==> src/rtl/fperm_lanes_pkg.sv <==
// Shared FP-cluster constants for the lane-permute unit: op encoding, ptype
// tags, single-precision field positions and the bias-derived seed constants.
package fperm_lanes_pkg;

  // Operation encoding
  localparam logic [2:0] OP_COPY_A  = 3'd0;
  localparam logic [2:0] OP_COPY_B  = 3'd1;
  localparam logic [2:0] OP_REVERSE = 3'd2;
  localparam logic [2:0] OP_BCAST   = 3'd3;
  localparam logic [2:0] OP_PERM    = 3'd4;
  localparam logic [2:0] OP_RCP_EST = 3'd5;
  localparam logic [2:0] OP_RSQ_EST = 3'd6;
  localparam logic [2:0] OP_RSVD    = 3'd7;

  // Operand ptype tags carried in the top two bits of a vector
  localparam logic [1:0] PT_F32   = 2'd0;
  localparam logic [1:0] PT_F32V  = 2'd1;
  localparam logic [1:0] PT_INT   = 2'd2;
  localparam logic [1:0] PT_OTHER = 2'd3;

  // IEEE single field positions inside a lane
  localparam int unsigned SGN_BIT = 31;
  localparam int unsigned EXP_HI  = 30;
  localparam int unsigned EXP_LO  = 23;
  localparam int unsigned MAN_HI  = 22;

  // Bias-derived seed constants: 253 = 2*127-1, 380 = 3*127-1, 254 = max finite exp
  localparam int unsigned RCP_K     = 253;
  localparam int unsigned RSQ_K     = 380;
  localparam int unsigned EXP_MAXFN = 254;

endpackage

==> src/rtl/fperm_lanes_if.sv <==
// Issue/result bus of the lane-permute unit.
//   master: producer/consumer side (drives in_valid, op, sel, a, b, out_ready)
//   slave : the permute unit (drives in_ready, out_valid, res, illegal, busy)
interface fperm_lanes_if #(
  parameter int unsigned LANES  = 2,
  parameter int unsigned LANE_W = 33
) ();
  localparam int unsigned DATA_W = 2 + LANES * LANE_W;
  localparam int unsigned SEL_W  = (LANES > 1) ? $clog2(LANES) : 1;

  logic                      in_valid;
  logic                      in_ready;
  logic [2:0]                op;
  logic [LANES*SEL_W-1:0]    sel;
  logic [DATA_W-1:0]         a;
  logic [DATA_W-1:0]         b;
  logic                      out_valid;
  logic                      out_ready;
  logic [DATA_W-1:0]         res;
  logic                      illegal;
  logic                      busy;

  modport master (
    output in_valid, op, sel, a, b, out_ready,
    input  in_ready, out_valid, res, illegal, busy
  );

  modport slave (
    input  in_valid, op, sel, a, b, out_ready,
    output in_ready, out_valid, res, illegal, busy
  );
endinterface

==> src/rtl/fperm_lane_est.sv <==
// Single-lane reciprocal / reciprocal-sqrt exponent seed.
//   lane_i : one lane of operand B
//   rsq_i  : 1 selects the rsqrt seed, 0 the reciprocal seed
//   lane_o : seed lane (mantissa cleared, spare bit cleared unless passed through)
module fperm_lane_est
  import fperm_lanes_pkg::*;
#(
  parameter int unsigned LANE_W = 33
) (
  input  logic [LANE_W-1:0] lane_i,
  input  logic              rsq_i,
  output logic [LANE_W-1:0] lane_o
);

  logic [7:0] exp_in;
  logic       sgn_in;
  logic       man_nz;

  // Seed selection; exponent 255 (Inf/NaN) passes the lane through untouched
  always_comb begin
    exp_in = lane_i[EXP_HI:EXP_LO];
    sgn_in = lane_i[SGN_BIT];
    man_nz = |lane_i[MAN_HI:0];
    lane_o = '0;
    if (exp_in == 8'hFF) begin
      lane_o = lane_i;
    end else if (rsq_i) begin
      if (sgn_in && ((exp_in != 8'd0) || man_nz)) begin
        // Negative nonzero: canonical quiet NaN
        lane_o[EXP_HI:EXP_LO] = 8'hFF;
        lane_o[MAN_HI]        = 1'b1;
      end else if (exp_in == 8'd0) begin
        lane_o[EXP_HI:EXP_LO] = 8'(EXP_MAXFN);
      end else begin
        lane_o[EXP_HI:EXP_LO] = 8'((RSQ_K - 32'(exp_in)) >> 1);
      end
    end else begin
      lane_o[SGN_BIT] = sgn_in;
      if (exp_in == 8'd0) begin
        lane_o[EXP_HI:EXP_LO] = 8'(EXP_MAXFN);
      end else if (32'(exp_in) <= RCP_K) begin
        lane_o[EXP_HI:EXP_LO] = 8'(RCP_K - 32'(exp_in));
      end else begin
        lane_o[EXP_HI:EXP_LO] = 8'd0;
      end
    end
  end

endmodule

==> src/rtl/fperm_lanes.sv <==
// Pipelined lane-permute unit: copy, reverse, broadcast, arbitrary permute and
// (with FPERM_LANES_EST_EN defined) per-lane rcp/rsqrt exponent seeds.
// Results leave through a LAT-stage global-stall valid/ready pipeline.
//   clk, rst : clock, synchronous active-high reset
//   bus      : fperm_lanes_if slave (in_valid/in_ready, op, sel, a, b,
//              out_valid/out_ready, res, illegal, busy)
// Macro FPERM_LANES_EST_EN: when undefined, ops 5/6 act as reserved ops.
module fperm_lanes
  import fperm_lanes_pkg::*;
#(
  parameter int unsigned LANES  = 2,
  parameter int unsigned LANE_W = 33,
  parameter int unsigned LAT    = 2
) (
  input  logic           clk,
  input  logic           rst,
  fperm_lanes_if.slave   bus
);

  localparam int unsigned DATA_W = 2 + LANES * LANE_W;
  localparam int unsigned SEL_W  = (LANES > 1) ? $clog2(LANES) : 1;

  logic [LANE_W-1:0] a_lane [LANES];
  logic [DATA_W-1:0] res_d;
  logic              ill_d;

  logic              vld_q [LAT];
  logic              ill_q [LAT];
  logic [DATA_W-1:0] dat_q [LAT];
  logic              stall;
  logic              busy_c;

  // Split operand A into lanes for the permute muxes
  always_comb begin
    for (int unsigned i = 0; i < LANES; i++) begin
      a_lane[i] = bus.a[i*LANE_W +: LANE_W];
    end
  end

`ifdef FPERM_LANES_EST_EN
  logic [LANE_W-1:0] est_lane [LANES];
  logic              est_rsq;

  assign est_rsq = (bus.op == OP_RSQ_EST);

  for (genvar g = 0; g < LANES; g++) begin : g_est
    fperm_lane_est #(
      .LANE_W (LANE_W)
    ) u_est (
      .lane_i (bus.b[g*LANE_W +: LANE_W]),
      .rsq_i  (est_rsq),
      .lane_o (est_lane[g])
    );
  end
`endif

  // Stage-0 result and illegal flag
  always_comb begin
    res_d = '0;
    ill_d = 1'b0;
    case (bus.op)
      OP_COPY_A: res_d = bus.a;
      OP_COPY_B: res_d = bus.b;
      OP_REVERSE: begin
        res_d[DATA_W-1 -: 2] = bus.a[DATA_W-1 -: 2];
        for (int unsigned i = 0; i < LANES; i++) begin
          res_d[i*LANE_W +: LANE_W] = a_lane[LANES-1-i];
        end
      end
      OP_BCAST: begin
        res_d[DATA_W-1 -: 2] = bus.a[DATA_W-1 -: 2];
        for (int unsigned i = 0; i < LANES; i++) begin
          res_d[i*LANE_W +: LANE_W] = a_lane[bus.sel[SEL_W-1:0]];
        end
      end
      OP_PERM: begin
        res_d[DATA_W-1 -: 2] = bus.a[DATA_W-1 -: 2];
        for (int unsigned i = 0; i < LANES; i++) begin
          res_d[i*LANE_W +: LANE_W] = a_lane[bus.sel[i*SEL_W +: SEL_W]];
        end
      end
      OP_RCP_EST, OP_RSQ_EST: begin
`ifdef FPERM_LANES_EST_EN
        res_d[DATA_W-1 -: 2] = bus.b[DATA_W-1 -: 2];
        for (int unsigned i = 0; i < LANES; i++) begin
          res_d[i*LANE_W +: LANE_W] = est_lane[i];
        end
`else
        res_d = bus.b;
        ill_d = 1'b1;
`endif
      end
      default: begin
        res_d = bus.b;
        ill_d = 1'b1;
      end
    endcase
  end

  // Global stall: the whole pipe freezes while the head result is refused
  assign stall        = vld_q[LAT-1] & ~bus.out_ready;
  assign bus.in_ready = ~stall;

  // Stage valid bits (the only reset state)
  always_ff @(posedge clk) begin
    if (rst) begin
      for (int unsigned i = 0; i < LAT; i++) begin
        vld_q[i] <= 1'b0;
      end
    end else if (!stall) begin
      vld_q[0] <= bus.in_valid;
      for (int unsigned i = 1; i < LAT; i++) begin
        vld_q[i] <= vld_q[i-1];
      end
    end
  end

  // Stage payloads, no reset needed; qualified by vld_q at the output
  always_ff @(posedge clk) begin
    if (!stall) begin
      dat_q[0] <= res_d;
      ill_q[0] <= ill_d;
      for (int unsigned i = 1; i < LAT; i++) begin
        dat_q[i] <= dat_q[i-1];
        ill_q[i] <= ill_q[i-1];
      end
    end
  end

  // Occupancy
  always_comb begin
    busy_c = 1'b0;
    for (int unsigned i = 0; i < LAT; i++) begin
      busy_c = busy_c | vld_q[i];
    end
  end

  assign bus.out_valid = vld_q[LAT-1];
  assign bus.res       = vld_q[LAT-1] ? dat_q[LAT-1] : '0;
  assign bus.illegal   = vld_q[LAT-1] & ill_q[LAT-1];
  assign bus.busy      = busy_c;

endmodule
==> src/flat_wrapper.sv <==
// flat-port wrapper written by rule: the top's interface ports become plain ports
module fperm_lanes_flat import fperm_lanes_pkg::*;
#(
  parameter int unsigned LANES  = 2,
  parameter int unsigned LANE_W = 33,
  parameter int unsigned LAT    = 2
)
  (clk, rst, bus_in_valid, bus_op, bus_sel, bus_a, bus_b, bus_out_ready, bus_in_ready, bus_out_valid, bus_res, bus_illegal, bus_busy);
  fperm_lanes_if #(.LANES(LANES), .LANE_W(LANE_W)) bus_i ();
  input  logic clk;
  input  logic rst;
  input wire logic [$bits(bus_i.in_valid)-1:0] bus_in_valid;
  input wire logic [$bits(bus_i.op)-1:0] bus_op;
  input wire logic [$bits(bus_i.sel)-1:0] bus_sel;
  input wire logic [$bits(bus_i.a)-1:0] bus_a;
  input wire logic [$bits(bus_i.b)-1:0] bus_b;
  input wire logic [$bits(bus_i.out_ready)-1:0] bus_out_ready;
  output wire logic [$bits(bus_i.in_ready)-1:0] bus_in_ready;
  output wire logic [$bits(bus_i.out_valid)-1:0] bus_out_valid;
  output wire logic [$bits(bus_i.res)-1:0] bus_res;
  output wire logic [$bits(bus_i.illegal)-1:0] bus_illegal;
  output wire logic [$bits(bus_i.busy)-1:0] bus_busy;
  assign bus_i.in_valid = bus_in_valid;
  assign bus_i.op = bus_op;
  assign bus_i.sel = bus_sel;
  assign bus_i.a = bus_a;
  assign bus_i.b = bus_b;
  assign bus_i.out_ready = bus_out_ready;
  assign bus_in_ready = bus_i.in_ready;
  assign bus_out_valid = bus_i.out_valid;
  assign bus_res = bus_i.res;
  assign bus_illegal = bus_i.illegal;
  assign bus_busy = bus_i.busy;
  fperm_lanes #(.LANES(LANES), .LANE_W(LANE_W), .LAT(LAT)) u_core (.clk(clk), .rst(rst), .bus(bus_i));
endmodule
==> config.mk <==
export PLATFORM = sky130hd
export DESIGN_NAME = fperm_lanes_flat
export DESIGN_NICKNAME = d
export VERILOG_FILES = /design/src/rtl/fperm_lanes_pkg.sv /design/src/rtl/fperm_lanes_if.sv /design/src/rtl/fperm_lane_est.sv /design/src/rtl/fperm_lanes.sv /design/src/flat_wrapper.sv
export SDC_FILE = /design/constraint.sdc
export NUM_CORES = 1
export LEC_CHECK = 0
export BUFFER_PORTS_ARGS = -buffer_cell sky130_fd_sc_hd__buf_2
export CAP_MARGIN = 10
export CORE_MARGIN = 8
export CORE_UTILIZATION = 49
export CTS_BUF_LIST = sky130_fd_sc_hd__clkbuf_4
export DETAILED_ROUTE_END_ITERATION = 6
export GPL_TIMING_DRIVEN = 1
export PLACE_DENSITY_LB_ADDON = 0.12
export SLEW_MARGIN = 25
export SYNTH_ARGS = -nofsm -noshare
export SYNTH_HDL_FRONTEND = slang
export SYNTH_SLANG_ARGS = --single-unit
==> constraint.sdc <==
create_clock -name clk -period 4.53 [get_ports clk]
set_input_delay 0.2265 -clock clk [delete_from_list [all_inputs] [get_ports clk]]
set_output_delay 0.2265 -clock clk [all_outputs]
set_load 0.01 [all_outputs]
=== Word-level counts from Yosys, hierarchy flattened ===
Memories as Yosys holds them, arrays and structs flattened.
Cells that the tools add are included.

* Register bits: 0
* Memory bits (read-only): 0
* Memories: 3
* Output and inout bits: 72
* Logic and storage cells: 36
* RAM bits: 140
* Bits of input ports: 145
* Latch bits: 0

{| class="wikitable"
|+ Memory list
! name !! depth !! width !! read ports !! clocked after memory_dff !! wr ports !! RTL line !! RTL
|-
| u_core.dat_q || 2 || 68 || 2 || 0 || 2 || fperm_lanes.sv:29 || <nowiki>logic [DATA_W-1:0] dat_q [LAT];</nowiki>
|-
| u_core.ill_q || 2 || 1 || 2 || 0 || 2 || fperm_lanes.sv:28 || <nowiki>logic ill_q [LAT];</nowiki>
|-
| u_core.vld_q || 2 || 1 || 2 || 0 || 2 || fperm_lanes.sv:27 || <nowiki>logic vld_q [LAT];</nowiki>
|}

* $add $sub $neg: 0
* Mux-type cells: 16
* $lt $le $gt $ge: 2
* Shifts and indexed selects: 0
* Bitwise gates (word level): 9
* Div/mod/pow operators: 0
* Reductions and logical operators: 2
* Multiply operators: 0
* Equality and inequality tests: 4

{| class="wikitable"
|+ Operators by type and width
! operator !! count
|-
| $pmux W68 S4 || 1
|-
| $mux W33 || 6
|-
| $mux W68 || 1
|-
| $mux W1 || 8
|-
| $eq A3 B2 Y1 const B || 2
|-
| $reduce_or A5 Y1 || 1
|-
| $ge A2 B2 Y1 const B || 2
|-
| $not A1 Y2 || 2
|-
| $eq A3 B1 Y1 const B || 1
|-
| $eq A3 B3 Y1 const B || 1
|-
| $logic_not A3 Y1 || 1
|-
| $or A1 B1 Y1 || 3
|-
| $and A1 B1 Y1 || 2
|-
| $not A1 Y1 || 2
|}

=== Depth between registers and ports, before layout ===
* Depth in word-level cells: 6
* Depth in mapped cells: 6

=== Least setup slack after synthesis ===
OpenSTA, ideal clock, no wires.

* Path kind: flip-flop to flip-flop
* Start point: memory u_core.vld_q[1][0], in the netlist u_core.vld_q[0][1]
* End point: memory u_core.vld_q[0][0], enable pin
* Stages on the path, launching flop included: 3
* Required time: 4.219 ns
* Path slack: -0.069 ns
* Buffers on the path: 0
* Data arrival time: 4.288 ns
* Clock period less this slack: 4.599 ns
* Path through: edfxtp_1 nand2b_1 or2_2

{| class="wikitable"
|+ RTL lines
! item !! RTL line
|-
| start, declared || fperm_lanes.sv:27
|}

==> metrics.md <==
| Metric | Value |
|---|---|
| Critical-path maximum fanout | `72` |
| #FFs+latches synth | `140` |
| Worst Path Required | `4.30 ns` |
| Clock Tree Buf Depth | `2` |
| Fmax | `358 MHz` |
| Top Ports | `217` |
| GRT overflow | `0` |
| Vias in the first global route | `5,870` |
| Cells after Synth | `581` |
| Worst Path Buf+Inv | `3` |
| Post-detailed-route wirelength per cell | `20.7 microns` |
| Initial antenna violation count | `3` |
| Minimum clock period | `2.79 ns` |
| Die span in y | `139 microns` |
| Synthesized Nets | `726` |
| Setup crit end kind | `primary output` |
| Tot GR Track Use | `20.5%` |
| PwrDens | `320 mW/mm^2` |
| Cell Area, Synth | `0.00738 sq mm` |
| Largest net degree at the start of global routing | `73` |
| CP max stage cell | `buf_4` |
| Outcome | `completed` |
| Share of the yosys chip area belonging to registers | `57.0%` |
| Post-CTS setup buffer count | `0` |
| Die width | `139 microns` |
| Row count | `45` |
| Drt first pass iters | `5` |
| Crit-path most repeated cell | `buf_4` |
| Max capacitance violation total | `0` |
| P_leak | `3.71 nW` |
| Input/output buffers | `216` |
| Share of layout cells above drive strength 1 | `34.1%` |
| Crit Path Category | `reg -> out` |
| Antenna cells | `0` |
| Routability Congestion | `0.783` |
| Slew HR | `32.2%` |
| WL final | `20,400 microns` |
| Routed vias/inst | `5.90` |
| Syn_area_per_cell | `12.7 sq um` |
| First-pass GRT wire length | `31,300 microns` |
| Worst-Margin Slew | `1.02 ns` |
| Fin Hold WS | `0.0477 ns` |
| Crit share post-route | `61.6%` |
| Most frequent cells in the layout | `buf_2, edfxtp_1, and2_1, nand2_1, nand2b_1` |
| Placed Cells | `939` |
| Worst path top cell family by delay | `buffers and inverters` |
| Peak VDD IR | `126 uV` |
| Clock buffer count from CTS | `17` |
| HPWL after detailed placement | `13,500 microns` |
| Slowest stage delay, CP | `0.57 ns` |
| Drt drc | `0` |
| Die area | `0.0192 sq mm` |
| Fin Setup TNS | `0 ns` |
| Iter 0 DRT Violations | `417` |
| CTS sink cnt | `140` |
| Antenna viol nets, final | `0` |
| Fin cells | `985` |
| RSZ-0062 raised after global routing | `false` |
| Hold/Removal Path Class | `in -> reg` |
| Commonest non-fill, non-tap cell in the layout | `buf_2` |
| Reg clk slew, reported paths | `0.11 ns` |
| Critical path cell sequence | `buf_4 -> nand2b_4 -> buf_4 -> buf_2` |
| Core Region | `0.0150 sq mm` |
| Synth unique cells | `33` |
| Area grow syn2layout | `19.4%` |
| Worst setup SP type | `register` |
| Via count | `5,808` |
| Final nets | `929` |
| Initial Util | `49.3%` |
| TritonCTS clock tree | `built` |
| Count of final hold-check violations | `0` |
| CTS H-Tree Depth | `4` |
| Final slew viol count | `0` |
| Final setup viols | `0` |
| Worst EP arrival | `2.56 ns` |
| Root Driver | `clkbuf_4` |
| Skew-Pair Late Insertion Delay | `0.56 ns` |
| Clock Skew | `0.0206 ns` |
| Synth Warn # | `0` |
[repair_timing]
item	4_1_cts	5_1_grt
endpoints found under the hold margin	13	0
gates resized for setup	0	0
hold buffers	14	0
[synth_stat cells]
master     count  area (sq um)
a32oi_1        6          52.6
o21ai_0       32           160
a22o_1        26           228
nor2_2         1          6.26
o221a_1       30           338
a32oi_4        1          27.5
mux2i_1       28           280
nor4bb_1       6          60.1
or3b_2         1          8.76
or2_2          3          18.8
buf_6         12           135
a221o_1       27           270
edfxtp_1     140          4200
a221oi_1       6          52.6
nor2b_1        7          43.8
o22ai_1        1          6.26
mux2_2         8          90.1
nand2_1       60           225
buf_2         13          65.1
a21boi_0       1          7.51
and2b_1        1          7.51
and2_1        73           457
clkbuf_1      26          97.6
o2bb2ai_1     26           228
or2_1          1          6.26
o221a_4        1          20.0
buf_1          1          3.75
inv_1          1          3.75
inv_2          1          3.75
nand3b_1       1          7.51
o221a_2        3          33.8
buf_4          1          7.51
nand2b_1      36           225
[stage by stage]
step | setup slack [ns] | power (mW) | instance area (sq um) | utilization [%]
after global routing | 1.52 | 2.94 | 8810 | 58.8
after floorplan | 1.58 | 1.99 | 7380 | -
after global placement | 1.48 | 2.16 | 8440 | 56.4
after CTS | 1.64 | 2.83 | 8810 | 58.8
final | 1.74 | 2.82 | 8810 | 58.8
after detailed placement | 1.75 | 2.18 | 8460 | 56.5
[worst reg2reg max path, delay by kind of cell (launching register included)]
family | cells | cell delay [ns]
DFF | 1 | 0.38
buffers and inverters | 2 | 1.03
and+or+nand+nor | 1 | 0.49
[metal layers]
layer  vias up  GRT usage [%]  routed length (microns)
li1       2677              -                        -
met3        39           6.02                     1780
met5         -              0                       34
met2       333           33.6                     9690
met4         6           8.78                      349
met1      2753           24.7                     8510
[where the power goes]
part           internal (mW)  switching [mW]  total (mW)
clock network          0.227           0.424       0.652
logic                  0.221           0.271       0.492
registers               1.63          0.0413        1.67
total                   2.08           0.737        2.82
[sequential cells by signal, summed over array words and instances, names as in the netlist]
register,flops
u_core.dat_q,136
u_core.ill_q,2
u_core.vld_q,2
[logic make-up after synthesis]
kind of cell,after synthesis,synth area share (%)
AND/OR/NAND/NOR,190,14.4
AO/OA/AOI/OAI,160,19.3
flip-flops,140,57.0
buffers and inverters,55,4.29
multiplexers,36,5.02
[final timing paths]
kind                                         start                    to  slack [ns]  depth (start not counted)
worst max-delay path            u_core.vld_q[0][1]          bus_in_ready        1.74                          4
worst min-delay path                     bus_b[42]   u_core.dat_q[0][42]        0.05                          3
worst max register to register  u_core.vld_q[0][1]  u_core.dat_q[0][105]        2.27                          3
worst min register to register  u_core.dat_q[0][7]   u_core.dat_q[0][75]        0.42                          0
[layout make-up]
type	instances	area (sq um)
Clock buffer	21	158
Clock inverter	11	53.8
Fill cell	1239	6170
Inverter	2	7.51
Multi-Input combinational cell	386	2870
Sequential cell	140	4200
Tap cell	188	235
Timing Repair Buffer	237	1280
No activity file was read; power rests on OpenSTA's default activity.
